[src/rtl/ifu_fetch.sv]
// Instruction fetch stage: one outstanding AR/R read at a time, static next-PC
// prediction, one-entry output buffer to decode, redirect flush/restart.
module ifu_fetch #(
    parameter logic [31:0] RESET_PC = 32'h3000_0000
) (
    input  logic        clk,
    input  logic        rst,
    output logic [31:0] araddr,
    output logic        arvalid,
    input  logic        arready,
    input  logic [31:0] rdata,
    input  logic [1:0]  rresp,
    input  logic        rvalid,
    output logic        rready,
    output logic        out_valid,
    input  logic        out_ready,
    output logic [31:0] inst_o,
    output logic [31:0] pc_o,
    output logic [31:0] pc_predict_o,
    output logic        fetch_err,
    input  logic        redirect_valid,
    input  logic [31:0] redirect_pc,
    output logic [31:0] fetch_cnt
);

    typedef enum logic [1:0] {IDLE, REQ, RESP, OUT} state_t;

    typedef struct packed {
        logic [31:0] inst;
        logic [31:0] pc;
        logic [31:0] pred;
        logic        err;
    } fetch_buf_t;

    localparam logic [6:0] OPC_JAL    = 7'b1101111;
    localparam logic [6:0] OPC_BRANCH = 7'b1100011;

    state_t      state;
    logic [31:0] fetch_pc;
    logic [31:0] kill_pc;
    logic        kill;
    fetch_buf_t  obuf;

    logic        rd_fault;
    logic [31:0] rd_inst;
    logic [31:0] imm_j;
    logic [31:0] imm_b;
    logic [31:0] rd_pred;

    // Faulting reads deliver a zero word, which also forces the pc+4 prediction.
    always_comb begin
        rd_fault = (rresp != 2'b00);
        rd_inst  = rd_fault ? 32'h0 : rdata;
        imm_j    = {{12{rd_inst[31]}}, rd_inst[19:12], rd_inst[20], rd_inst[30:21], 1'b0};
        imm_b    = {{20{rd_inst[31]}}, rd_inst[7], rd_inst[30:25], rd_inst[11:8], 1'b0};
        rd_pred  = fetch_pc + 32'd4;
        if (rd_inst[6:0] == OPC_JAL)
            rd_pred = fetch_pc + imm_j;
        else if (rd_inst[6:0] == OPC_BRANCH && rd_inst[31])
            rd_pred = fetch_pc + imm_b;
    end

    always_ff @(posedge clk or posedge rst) begin
        if (rst) begin
            state     <= IDLE;
            fetch_pc  <= RESET_PC;
            kill      <= 1'b0;
            kill_pc   <= '0;
            obuf      <= '0;
            fetch_cnt <= '0;
        end else begin
            case (state)
                IDLE: begin
                    if (redirect_valid)
                        fetch_pc <= redirect_pc;
                    state <= REQ;
                end
                REQ: begin
                    // The request stays up; a redirect only marks its response as dead.
                    if (redirect_valid) begin
                        kill    <= 1'b1;
                        kill_pc <= redirect_pc;
                    end
                    if (arready)
                        state <= RESP;
                end
                RESP: begin
                    if (rvalid) begin
                        kill <= 1'b0;
                        if (redirect_valid) begin
                            fetch_pc <= redirect_pc;
                            state    <= REQ;
                        end else if (kill) begin
                            fetch_pc <= kill_pc;
                            state    <= REQ;
                        end else begin
                            obuf  <= '{inst: rd_inst, pc: fetch_pc, pred: rd_pred, err: rd_fault};
                            state <= OUT;
                        end
                    end else if (redirect_valid) begin
                        kill    <= 1'b1;
                        kill_pc <= redirect_pc;
                    end
                end
                OUT: begin
                    if (out_ready)
                        fetch_cnt <= fetch_cnt + 32'd1;
                    if (redirect_valid) begin
                        fetch_pc <= redirect_pc;
                        state    <= REQ;
                    end else if (out_ready) begin
                        fetch_pc <= obuf.pred;
                        state    <= REQ;
                    end
                end
                default: state <= IDLE;
            endcase
        end
    end

    assign araddr       = fetch_pc;
    assign arvalid      = (state == REQ);
    assign rready       = (state == RESP);
    assign out_valid    = (state == OUT);
    assign inst_o       = obuf.inst;
    assign pc_o         = obuf.pc;
    assign pc_predict_o = obuf.pred;
    assign fetch_err    = obuf.err;

endmodule

[config.mk]
export PLATFORM = sky130hd
export DESIGN_NAME = ifu_fetch
export DESIGN_NICKNAME = d
export VERILOG_FILES = /design/src/rtl/ifu_fetch.sv
export SDC_FILE = /design/constraint.sdc
export NUM_CORES = 1
export LEC_CHECK = 0
export BUFFER_PORTS_ARGS = -buffer_cell sky130_fd_sc_hd__buf_2
export CORE_MARGIN = 8
export CORE_UTILIZATION = 56
export DETAILED_ROUTE_END_ITERATION = 8
export GPL_TIMING_DRIVEN = 0
export PLACE_DENSITY = 0.81
export RECOVER_POWER = 25
export SLEW_MARGIN = 20
export SYNTH_ARGS = -nofsm -noshare
export SYNTH_HDL_FRONTEND = slang
export SYNTH_SLANG_ARGS = --single-unit
export TNS_END_PERCENT = 5
[constraint.sdc]
create_clock -name clk -period 7.8 [get_ports clk]
set_clock_uncertainty 0.15 [all_clocks]
set_input_delay 0.78 -clock clk [delete_from_list [all_inputs] [get_ports clk]]
set_output_delay 0.78 -clock clk [all_outputs]
set_load 0.01 [all_outputs]
# --- After elaboration in Yosys (flattened, before gate mapping) ---
# Cells that the tools add are included.
word_totals:
  input_bits: 72
  wordCells: 59
  reg_bits: 196
  out_inout_bits: 164
op_classes:
  addsub: 4
  eq_ne: 11
  reduce_logical: 10
  bitwise: 2
  muxes: 23
ops:
  columns: ["op", "n"]
  rows:
  - ["32-bit 2-to-1 mux", 11]
  - ["32-bit one-hot mux with 3 select lines", 1]
  - ["32-bit adder", 2]
  - ["32-bit one-hot mux with 2 select lines", 1]
  - ["32-bit by 1-bit adder with 32-bit output, second input constant", 1]
  - ["32-bit by 3-bit adder with 32-bit output, second input constant", 1]
  - ["7-bit == test, second input constant", 2]
  - ["2-bit 2-to-1 mux", 6]
  - ["2-bit one-hot mux with 4 select lines", 1]
  - ["2-bit != test, second input constant", 3]
  - ["3-bit by 1-bit != test with 1-bit output, second input constant", 2]
  - ["5-bit AND reduction", 1]
  - ["2-bit == test, second input constant", 2]
  - ["2-bit AND reduction", 2]
  - ["4-bit AND reduction", 1]
  - ["2-bit nonzero test", 2]
  - ["3-bit AND reduction", 1]
  - ["3-bit nonzero test", 1]
  - ["2-bit by 1-bit == test with 1-bit output, second input constant", 1]
  - ["2-bit logical NOT", 1]
  - ["1-bit 2-to-1 mux", 2]
  - ["2-bit by 1-bit != test with 1-bit output, second input constant", 1]
  - ["1-bit NOT", 2]
  - ["1-bit one-hot mux with 2 select lines", 1]
  - ["1-bit logical AND", 1]

# --- Depth between registers and ports, before layout ---
# Gate-level depths: netlist of the first run.
logic_depth:
  ltp_word: 6
  ltp_mapped: 15
  ltp_nobuf: 14

# --- Least setup slack after synthesis of the first run ---
# No wires, ideal clock.
synth_path:
  path_kind: "input port to flip-flop"
  from: "input port rresp[1]"
  to: "register obuf (netlist bit pc_predict_o[31])"
  path_slack_ns: 3.727
  path_stages: 15
  n_path_buf: 1
  arrival_ns: 3.795
  path_cell_list: "nor2_1 clkbuf_1 and2_1 ha_1 inv_1 fa_1 nand2b_1 a2111oi_2 o31a_1 o21ai_1 nand4_1 or3b_1 a21oi_1 mux2i_1 nand3_1"
synth_via:
  word_cells_on_any_way: 9
synth_lines:
  columns: ["item", "line_no", "source"]
  rows:
  - ["from (decl)", "12", "input logic [1:0] rresp,"]
  - ["2-bit nonzero test", "52", "rd_fault = (rresp != 2'b00);"]
  - ["32-bit 2-to-1 mux", "53", "rd_inst = rd_fault ? 32'h0 : rdata;"]
  - ["net rd_inst[8]", "45", "logic [31:0] rd_inst;"]
  - ["32-bit adder", "60", "rd_pred = fetch_pc + imm_b;"]
  - ["32-bit 2-to-1 mux", "59", "else if (rd_inst[6:0] == OPC_BRANCH && rd_inst[31])"]
  - ["32-bit 2-to-1 mux", "57", "if (rd_inst[6:0] == OPC_JAL)"]
  - ["to (signal assigned)", "97", "obuf <= '{inst: rd_inst, pc: fetch_pc, pred: rd_pred, err: rd_fault};"]
  - ["to (decl)", "42", "fetch_buf_t obuf;"]
# The timed path passes the listed nets, and every way through them passes these cells.
# A chain may end at the register's enable or synchronous reset.

==> flow_summary.yaml, run 1 <==
status:
  outcome: "complete, but fails checks"
  violations: "capacitance limit, slew limit"
placement:
  dp_slack_ns: 2.57
  dp.cells: 1831
  place_area_sq_um: 13200
  io_buffers: 235
  gp_congestion: 0.983
  place_hpwl_um: 32600
clock_network:
  clock-root-buffer: "clkbuf_16"
  clkSinkCount: 195
  h-tree-depth: 4
  cts_setup_buffers: 0
  cts_tree: "yes"
  post_cts_resized: 0
  postCtsHoldBufs: 0
  clockBufferDepth: 2
  clk_pin_slew_ns: 0.08
  numCtsBuffers: 17
  clk-insertion-delay-late_ns: 0.45
logic_synthesis:
  syn_area_sq_um: 11600
  ys_seq_area_frac: 0.420
  async_flop_share: 1.00
  synth_area_leaders: "dfrtp_1 42%, nand2_1 7.8%, mux2_2 5.8%"
  synth_top_area_frac: 0.416
  synth_fp_nets: 1429
  synth.ff_latch_count: 195
  synth_enable_flop_cells: 0
  synthTopCellsByCount: "240 x nand2_1, 193 x dfrtp_1, 120 x nor2_1, 83 x a21oi_1, 77 x o21ai_0"
  netlist-cell-type-count: 84
  synth.most_common_cell: "nand2_1"
  synth_flop_cell: "dfrtp_1"
  yosysTopAreaCell: "dfrtp_1"
  syn_inst: 1324
  syn_area_per_cell_sq_um: 8.77
  yosys_warnings: 0
sta:
  setup-tns-final_ns: 0
  setup_ws_ns: 2.61
  whs_ns: 0.318
  finalSetupViolations: 0
  clock.fmax_mhz: 193
  slew-limit-headroom: -1.19
  final_hold_viol_count: 0
  final.period_utilization: 0.665
  period_needed_ns: 5.19
  grt_setup_unrepaired: "false"
  tightest_slew_ns: 3.28
  slew_viol_final: 122
setup_path:
  crit_chain: "buf_2 -> clkinvlp_2 -> clkbuf_1"
  required_ns: 7.48
  crit_path_max_fanout: 61
  max_stage_delay_ns: 2.40
  crit_arrival_ns: 4.87
  crit_path_top_delay_cell: "clkbuf_1"
  path_class: "in -> async"
  startpoint_type: "input port"
  cp-end-kind: "async pin"
  crit_buf_inv: 3
  crit_family: "buffers and inverters"
power:
  power_frac_comb: 0.418
  clockPowerShare: 0.210
  switching_share: 0.441
  p_leak_nw: 6.63
  power.internal_mw: 2.45
  power_switching_mw: 1.94
  p_total_mw: 4.39
  power.density_nw_per_um2: 319
  irDropWorstVdd_mv: 0.167
  seq_power_share: 0.372
global_route:
  grtUsageTotal: 0.334
  grt-busiest-layer: "met2"
  grt_pass1_vias: 11500
  grt_pass1_wl_um: 67500
  met3_usage: 0.0609
  grt_overflow_total: 0
  grt_max_degree: 77
  met1_usage: 0.441
  antenna_found_initial: 3
  gr-usage-met2: 0.532
floorplanning:
  start_util: 0.572
  die_area_sq_um: 25600
  num_rows: 52
  core-area_sq_um: 20300
  dieWidth_um: 160
  die_h_um: 160
  pin_count: 236
detailed_routing:
  wl_um: 43200
  drc: 0
  avgViaCountPerCell: 6.25
  ant_nets: 0
  avgRoutedWirePerCell_um: 23.2
  drt-initial-drc-count: 1128
  vias: 11700
  drt_pass1_iterations: 6
hold_path:
  hp-class: "reg -> reg"
finish:
  final_util: 0.679
  fillers: 1674
  area_growth_pct: 18.6
  nets: 1685
  final_cells: 1866
  design_area_sq_um: 13800
  drive_gt1_frac: 0.228
flow_run:
  cap_violations: 2
[routing by layer]
metal,up-vias,routed length (um)
met3,110,3720
met1,5728,18000
met2,643,19900
met4,0,1600
met5,-,0
li1,5180,-
[sequential cells by signal, summed over array words and instances (netlist names)]
register	cells
state	2
kill_pc	32
inst_o	32
pc_o	32
fetch_err	1
kill	1
araddr	32
pc_predict_o	31
fetch_cnt	32
[final timing paths]
path	startpoint	end	slack [ns]	cells after the start
worst max-delay path	rst	inst_o[17]$_DFFE_PP0P_	2.61	3
min in group asynchronous	rst	araddr[22]$_DFFE_PP0P_	0.93	2
worst min register to register	inst_o[4]$_DFFE_PP0P_	inst_o[4]$_DFFE_PP0P_	0.32	2
worst min-delay path	inst_o[4]$_DFFE_PP0P_	inst_o[4]$_DFFE_PP0P_	0.32	2
max in group clk	rresp[1]	pc_predict_o[31]$_DFFE_PP0P_	2.92	16
worst max register to register	state[0]$_DFFE_PP0P_	inst_o[3]$_DFFE_PP0P_	3.62	11
[cell families after synthesis]
kind of cell,share of synthesized area
and+or+nand+nor,0.210
adders and majority gates,0.0369
muxes,0.0651
xor gates and xnor gates,0.0528
AOI/OAI and AO/OA,0.176
DFF,0.420
buffers and inverters,0.0394
[power groups by stage]
| stage | sequential (mW) | combinational, mW | clock, mW |
|---|---|---|---|
| final | 1.63 | 1.83 | 0.923 |
| after global placement | 1.62 | 1.76 | 0 |
| after detailed placement | 1.64 | 1.80 | 0 |
| after CTS | 1.62 | 1.82 | 0.925 |
| after global routing | 1.66 | 2.00 | 0.960 |
| after floorplan | 1.64 | 1.08 | 0 |
[placed cells by master (no fill, tap or decap), drive strengths merged, types with 10 or more instances in the layout]
cell	count
a21oi	85
a22oi	35
a31oi	15
and2	30
and3	16
buf	262
clkbuf	84
dfrtp	193
ha	31
inv	27
mux2	60
nand2	240
nand3	44
nand4	16
nor2	120
nor3	23
o211ai	10
o21ai	82
xnor2	47
xor2	23
[worst register-to-register path: stages, from the launching register on]
cell and delay [ns]:
dfrtp_1 0.43, inv_1 0.12, ha_1 0.19, clkbuf_1 0.50
inv_1 0.12, nor3_1 0.41, and2_1 0.19, clkbuf_1 0.28
buf_1 0.77, clkbuf_1 0.61, nand3_1 0.23, nand2_1 0.12
[layout make-up]
type	instances	area, sq um	area share
diodes	3	7.51	0.000545
plain buffers	91	383	0.0278
clock buffers	18	429	0.0312
clock inverters	14	180	0.0131
inverters	20	76.3	0.00554
multi-input cells	1018	6270	0.455
flip-flops and latches	195	4880	0.354
well taps	270	338	0.0245
repair buffers	237	1210	0.0877
Note: power is estimated with default switching activity, not from simulation.
==> run 2, diff against run 1 <==
- clock period: 7.8 -> 5.25 ns (I/O delays scaled with it)
==> run 2 against run 1 <==
Design area up 0.16%. Cell count up 0.16%. Combinational power up 49%. Power up 49%. Worst setup slack worse by 2.1 ns. Sequential power up 48%. Largest cell class unchanged. The run still ends with capacitance limit, slew limit left. Sequential share of layout area down 0.058 points.
==> flow_summary.yaml, run 2 (synthesis gave the netlist of run 1 again) <==
status:
  violations: "capacitance limit, slew limit"
  outcome: "complete, but fails checks"
setup_path:
  startpoint: "rresp[1]"
  crit_top_cell: "o211ai_1"
  required_ns: 5.39
  crit_path_max_fanout: 10
  crit_path_top_delay_cell: "a2111oi_2"
  crit_chain: "buf_2 -> nor2_1 -> clkbuf_1 -> and2_1 -> ha_1 -> inv_1 -> fa_1 -> nand2b_1 -> a2111oi_2 -> o31a_1 -> o21ai_1 -> nand2_1 -> o211ai_1 -> mux2_2 -> o211ai_1 -> a31oi_1"
  max_stage_delay_ns: 0.51
  startpoint_type: "input port"
  path_class: "in -> reg"
  crit_buf_inv: 3
  cp-end-kind: "flip-flop"
  reg2reg_from: "state[0]$_DFFE_PP0P_"
  crit_arrival_ns: 4.84
  crit_family: "compound AO/OA/AOI/OAI gates"
sta:
  period_needed_ns: 4.70
  finalSetupViolations: 0
  final_hold_viol_count: 0
  tightest_slew_ns: 1.71
  whs_ns: 0.151
  slew_viol_final: 121
  grt_setup_unrepaired: "false"
  clock.fmax_mhz: 213
  slew-limit-headroom: -0.138
  setup_ws_ns: 0.554
  setup-tns-final_ns: 0
  final.period_utilization: 0.894
floorplanning:
  num_rows: 52
  dieWidth_um: 160
  core-area_sq_um: 20300
  start_util: 0.572
  die_area_sq_um: 25600
  pin_count: 236
  die_h_um: 160
placement:
  dp_slack_ns: 0.266
  io_buffers: 235
  gp_congestion: 0.976
  place_hpwl_um: 33200
finish:
  area_growth_pct: 18.8
  drive_gt1_frac: 0.229
  layout_common_cells: "244 x buf_2, 240 x nand2_1, 193 x dfrtp_1"
  multiInputGateArea_sq_um: 6270
  fillers: 1691
  final_common_cell: "buf_2"
  nets: 1689
  regArea_sq_um: 4880
power:
  p_leak_nw: 6.63
  p_total_mw: 6.54
  irDropWorstVdd_mv: 0.343
  power.density_nw_per_um2: 474
global_route:
  grt_pass1_wl_um: 68300
  grtUsageTotal: 0.339
  grt_max_degree: 33
  grt_overflow_total: 0
  antenna_found_initial: 5
  grt_pass1_vias: 11700
clock_network:
  post_cts_resized: 0
  clock-root-buffer: "clkbuf_16"
  numCtsBuffers: 17
  clk-insertion-delay-late_ns: 0.46
  clockBufferDepth: 2
  cts_tree: "yes"
  clk_pin_slew_ns: 0.08
  cts_setup_buffers: 0
  h-tree-depth: 4
  postCtsHoldBufs: 0
  clkSinkCount: 195
detailed_routing:
  avgRoutedWirePerCell_um: 23.3
  wl_um: 43600
  ant_nets: 0
  drt-initial-drc-count: 1174
  vias: 11700
  drc: 0
  avgViaCountPerCell: 6.23
  drt_pass1_iterations: 5
hold_path:
  hp-class: "in -> reg"
  hp-start: "rdata[5]"
flow_run:
  cap_violations: 4
-- run 2: worst min-delay path, delay by kind of cell --
family	cells	cell delay [ns]
AND/OR/NAND/NOR	2	0.11
buffers and inverters	1	0.08
-- run 2: worst paths after layout --
path / endpoint / cells after the start / slack [ns]
max reg2reg: pc_predict_o[16]$_DFFE_PP0P_ / 10 / 1.21
min: inst_o[5]$_DFFE_PP0P_ / 3 / 0.15
max: pc_predict_o[29]$_DFFE_PP0P_ / 16 / 0.55
min in group asynchronous: inst_o[6]$_DFFE_PP0P_ / 2 / 0.16
min reg2reg: fetch_cnt[31]$_DFFE_PP0P_ / 1 / 0.31
max in group asynchronous: araddr[19]$_DFFE_PP0P_ / 4 / 1.50
-- run 2: cell type report --
class,count,area share
multi-input cells,1018,0.455
flip-flops and latches,195,0.354
repair buffers,241,0.0881
clock buffers,18,0.0318
plain buffers,91,0.0278
well taps,270,0.0245
clock inverters,14,0.0136
inverters,20,0.00553
diodes,2,0.000363
-- run 2: where the power goes --
group | leakage, nW | switching [mW] | internal, mW
Clock | 0.300 | 0.697 | 0.701
Combinational | 3.79 | 1.69 | 1.04
Sequential | 2.54 | 0.464 | 1.95
-- run 2: per-stage QoR --
stage | std cells | util | area, sq um
2_1_floorplan | 1324 | - | 11600
3_3_place_gp | 1829 | 0.647 | 13100
3_5_place_dp | 1835 | 0.653 | 13300
4_1_cts | 1867 | 0.684 | 13900
5_1_grt | 1869 | 0.680 | 13800
6_report | 1869 | 0.680 | 13800
-- run 2: metal layers --
| metal | GRT usage | part of all wire | vias to the layer above |
|---|---|---|---|
| met2 | 0.545 | 0.47 | 613 |
| met3 | 0.0877 | 0.094 | 120 |
| met1 | 0.424 | 0.40 | 5726 |
| met4 | 0.150 | 0.041 | 6 |
| met5 | 0 | 0.00085 | - |
| li1 | - | - | 5185 |
==> run 3, diff against run 2 <==
- ABC_AREA: unset -> 1
- CORE_UTILIZATION: 56 -> 58
- PLACE_DENSITY: 0.81 -> 0.82
==> run 3 against run 2 <==
The run still ends with capacitance limit, slew limit left. Register-to-register slack better by 0.30 ns. Synthesized cell count up 51%. Power increased by 27%. First-iteration DRC count is 94% higher. Design area up 15%. Sequential share of layout area decreased by 4.6 points. Clock power barely moved. Global-route usage rose by 5.9 points. Area after synthesis is 17% higher. Critical endpoint is now pc_predict_o[25]$_DFFE_PP0P_.
==> flow_summary.yaml, run 3 <==
status:
  outcome: "complete, but fails checks"
  violations: "capacitance limit, slew limit"
detailed_routing:
  highest-signal-layer: "met5"
  wl_met1_um: 20900
  avgViaCountPerCell: 6.21
  ant_nets: 0
  drc: 0
  wl_um: 58100
  drt-initial-drc-count: 2273
  drt_pass1_iterations: 7
  wl_met2_um: 25600
  avgRoutedWirePerCell_um: 22.5
  vias: 16000
  wl_met3_um: 7780
logic_synthesis:
  synth_simple_gate_area_share: 0.309
  yosysTopAreaCell: "dfrtp_1"
  synthAdderAreaFrac: 0.0315
  synth-compound-area-share: 0.159
  synth_top_area_frac: 0.355
  synth_area_leaders: "dfrtp_1 36%, nand2_1 16%, inv_1 6.9%"
  synth_flop_cell: "dfrtp_1"
  synth_top_family_by_area: "simple AND/OR/NAND/NOR gates"
  synth.most_common_cell: "nand2_1"
  async_flop_share: 1.00
  synth.ff_latch_count: 195
  yosys-mux-area-fraction: 0.000829
  syn_inst: 1995
  synthTopCellsByCount: "582 x nand2_1, 248 x inv_1, 193 x dfrtp_1, 184 x o21ai_0, 156 x nor2_1"
  netlist-cell-type-count: 58
  synth_enable_flop_cells: 0
  yosys_warnings: 0
  syn_area_sq_um: 13600
  syn_area_per_cell_sq_um: 6.81
  ys_seq_area_frac: 0.359
  synth_fp_nets: 2100
  synthXorXnorAreaFrac: 0.0367
sta:
  slew_viol_final: 101
  whs_ns: 0.185
  tightest_slew_ns: 1.97
  clock.fmax_mhz: 262
  period_needed_ns: 3.81
  setup-tns-final_ns: 0
  final.period_utilization: 0.726
  final_hold_viol_count: 0
  finalSetupViolations: 0
  slew-limit-headroom: -0.316
  grt_setup_unrepaired: "false"
  setup_ws_ns: 1.44
finish:
  final_util: 0.681
  layout_common_cells: "583 x nand2_1, 249 x buf_2, 247 x inv_1"
  final_common_cell: "nand2_1"
  nets: 2358
  area_growth_pct: 16.6
  drive_gt1_frac: 0.161
  fillers: 1924
  diodes: 0
setup_path:
  startpoint_type: "input port"
  startpoint: "rresp[0]"
  crit_path_max_fanout: 10
  r2r-end: "pc_predict_o[9]$_DFFE_PP0P_"
  required_ns: 5.44
  cp-end-kind: "flip-flop"
  endpoint: "pc_predict_o[25]$_DFFE_PP0P_"
  rr_worst_depth: 8
  ff2ff_setup_slack_ns: 1.51
  crit_arrival_ns: 4.00
  path_class: "in -> reg"
  reg2reg_from: "state[0]$_DFFE_PP0P_"
clock_network:
  cts_setup_buffers: 0
  post_cts_resized: 0
  cts_tree: "yes"
  h-tree-depth: 4
  clockBufferDepth: 2
  clkSinkCount: 195
  numCtsBuffers: 17
  clk-insertion-delay-late_ns: 0.45
  clock-root-buffer: "clkbuf_16"
  postCtsHoldBufs: 0
  clk_pin_slew_ns: 0.08
global_route:
  grt_pass1_vias: 15300
  grt_max_degree: 37
  grtUsageTotal: 0.398
  grt_overflow_total: 0
  grt_pass1_wl_um: 87400
  antenna_found_initial: 1
power:
  irDropWorstVdd_mv: 0.354
  p_leak_nw: 8.37
  power.density_nw_per_um2: 526
placement:
  place_hpwl_um: 45400
  io_buffers: 234
  gp_congestion: 1.03
  dp_slack_ns: 1.09
floorplanning:
  num_rows: 56
  core-area_sq_um: 23300
  die_area_sq_um: 28600
  start_util: 0.584
  dieWidth_um: 169
  pin_count: 236
  die_h_um: 169
hold_path:
  hold-path-cell-count: 2
  hp-class: "in -> reg"
  hp-start: "rdata[4]"
flow_run:
  cap_violations: 3
[run 3: critical path, cell delays in order]
cell	delay, ns
buf_2	0.12
inv_1	0.05
nand2_1	0.30
clkbuf_1	0.32
nor2_1	0.30
ha_1	0.31
inv_1	0.08
fa_1	0.38
inv_1	0.10
nand2_1	0.07
nand3_1	0.09
nand3_1	0.11
nand2_1	0.14
nand2_1	0.06
nand2_1	0.06
nand3_1	0.11
nand2_1	0.15
nand2_1	0.12
nand2_1	0.07
nand2_1	0.05
nand3_1	0.13
nand2_1	0.07
nand2_1	0.05
nand2_1	0.09
nand2_1	0.07
nand2_1	0.05
[run 3: cells by family (layout without fill, tap and decap cells)]
| logic type | after synthesis | count (layout) |
|---|---|---|
| AOI/OAI and AO/OA | 386 | 386 |
| xor gates and xnor gates | 57 | 57 |
| adders and majority gates | 33 | 33 |
| buffers and inverters | 344 | 615 |
| DFF | 195 | 195 |
| muxes | 1 | 1 |
| and+or+nand+nor | 979 | 979 |
[run 3: where the power goes]
group | total [mW] | internal (mW) | leakage [nW] | switching, mW
logic | 4.21 | 1.27 | 5.59 | 2.93
clock network | 1.39 | 0.656 | 0.295 | 0.737
registers | 2.74 | 2.04 | 2.48 | 0.697
total | 8.34 | 3.97 | 8.37 | 4.37
[run 3: per-layer routing]
metal,vias up,global-route usage
li1,6979,-
met1,7402,0.482
met2,1333,0.619
met3,328,0.126
met4,2,0.227
met5,-,0
[run 3: through the flow]
step	instance area (sq um)	total power, mW	instances
after floorplan	13600	4.99	1995
after global placement	15200	6.59	2548
after detailed placement	15300	6.72	2553
after CTS	15900	8.10	2585
after global routing	15800	8.71	2585
final	15800	8.34	2585
[run 3: worst min-delay path by stage]
stage / to / slack, ns
after detailed placement: inst_o[12]$_DFFE_PP0P_ / 0.30
final: inst_o[4]$_DFFE_PP0P_ / 0.19
after global routing: inst_o[4]$_DFFE_PP0P_ / 0.21
after global placement: inst_o[7]$_DFFE_PP0P_ / 0.30
after CTS: fetch_cnt[23]$_DFFE_PP0P_ / 0.1
after floorplan: pc_o[0]$_DFFE_PP0P_ / 0.33
[run 3: layout make-up]
class                      count  area [sq um]  area share
multi-input combinational   1456          7300       0.461
sequential                   195          4880       0.308
timing repair buffer         239          1240      0.0782
inverter                     261           982      0.0620
clock buffer                  18           429      0.0271
buffer                        83           423      0.0267
tap                          319           399      0.0252
clock inverter                14           185      0.0117
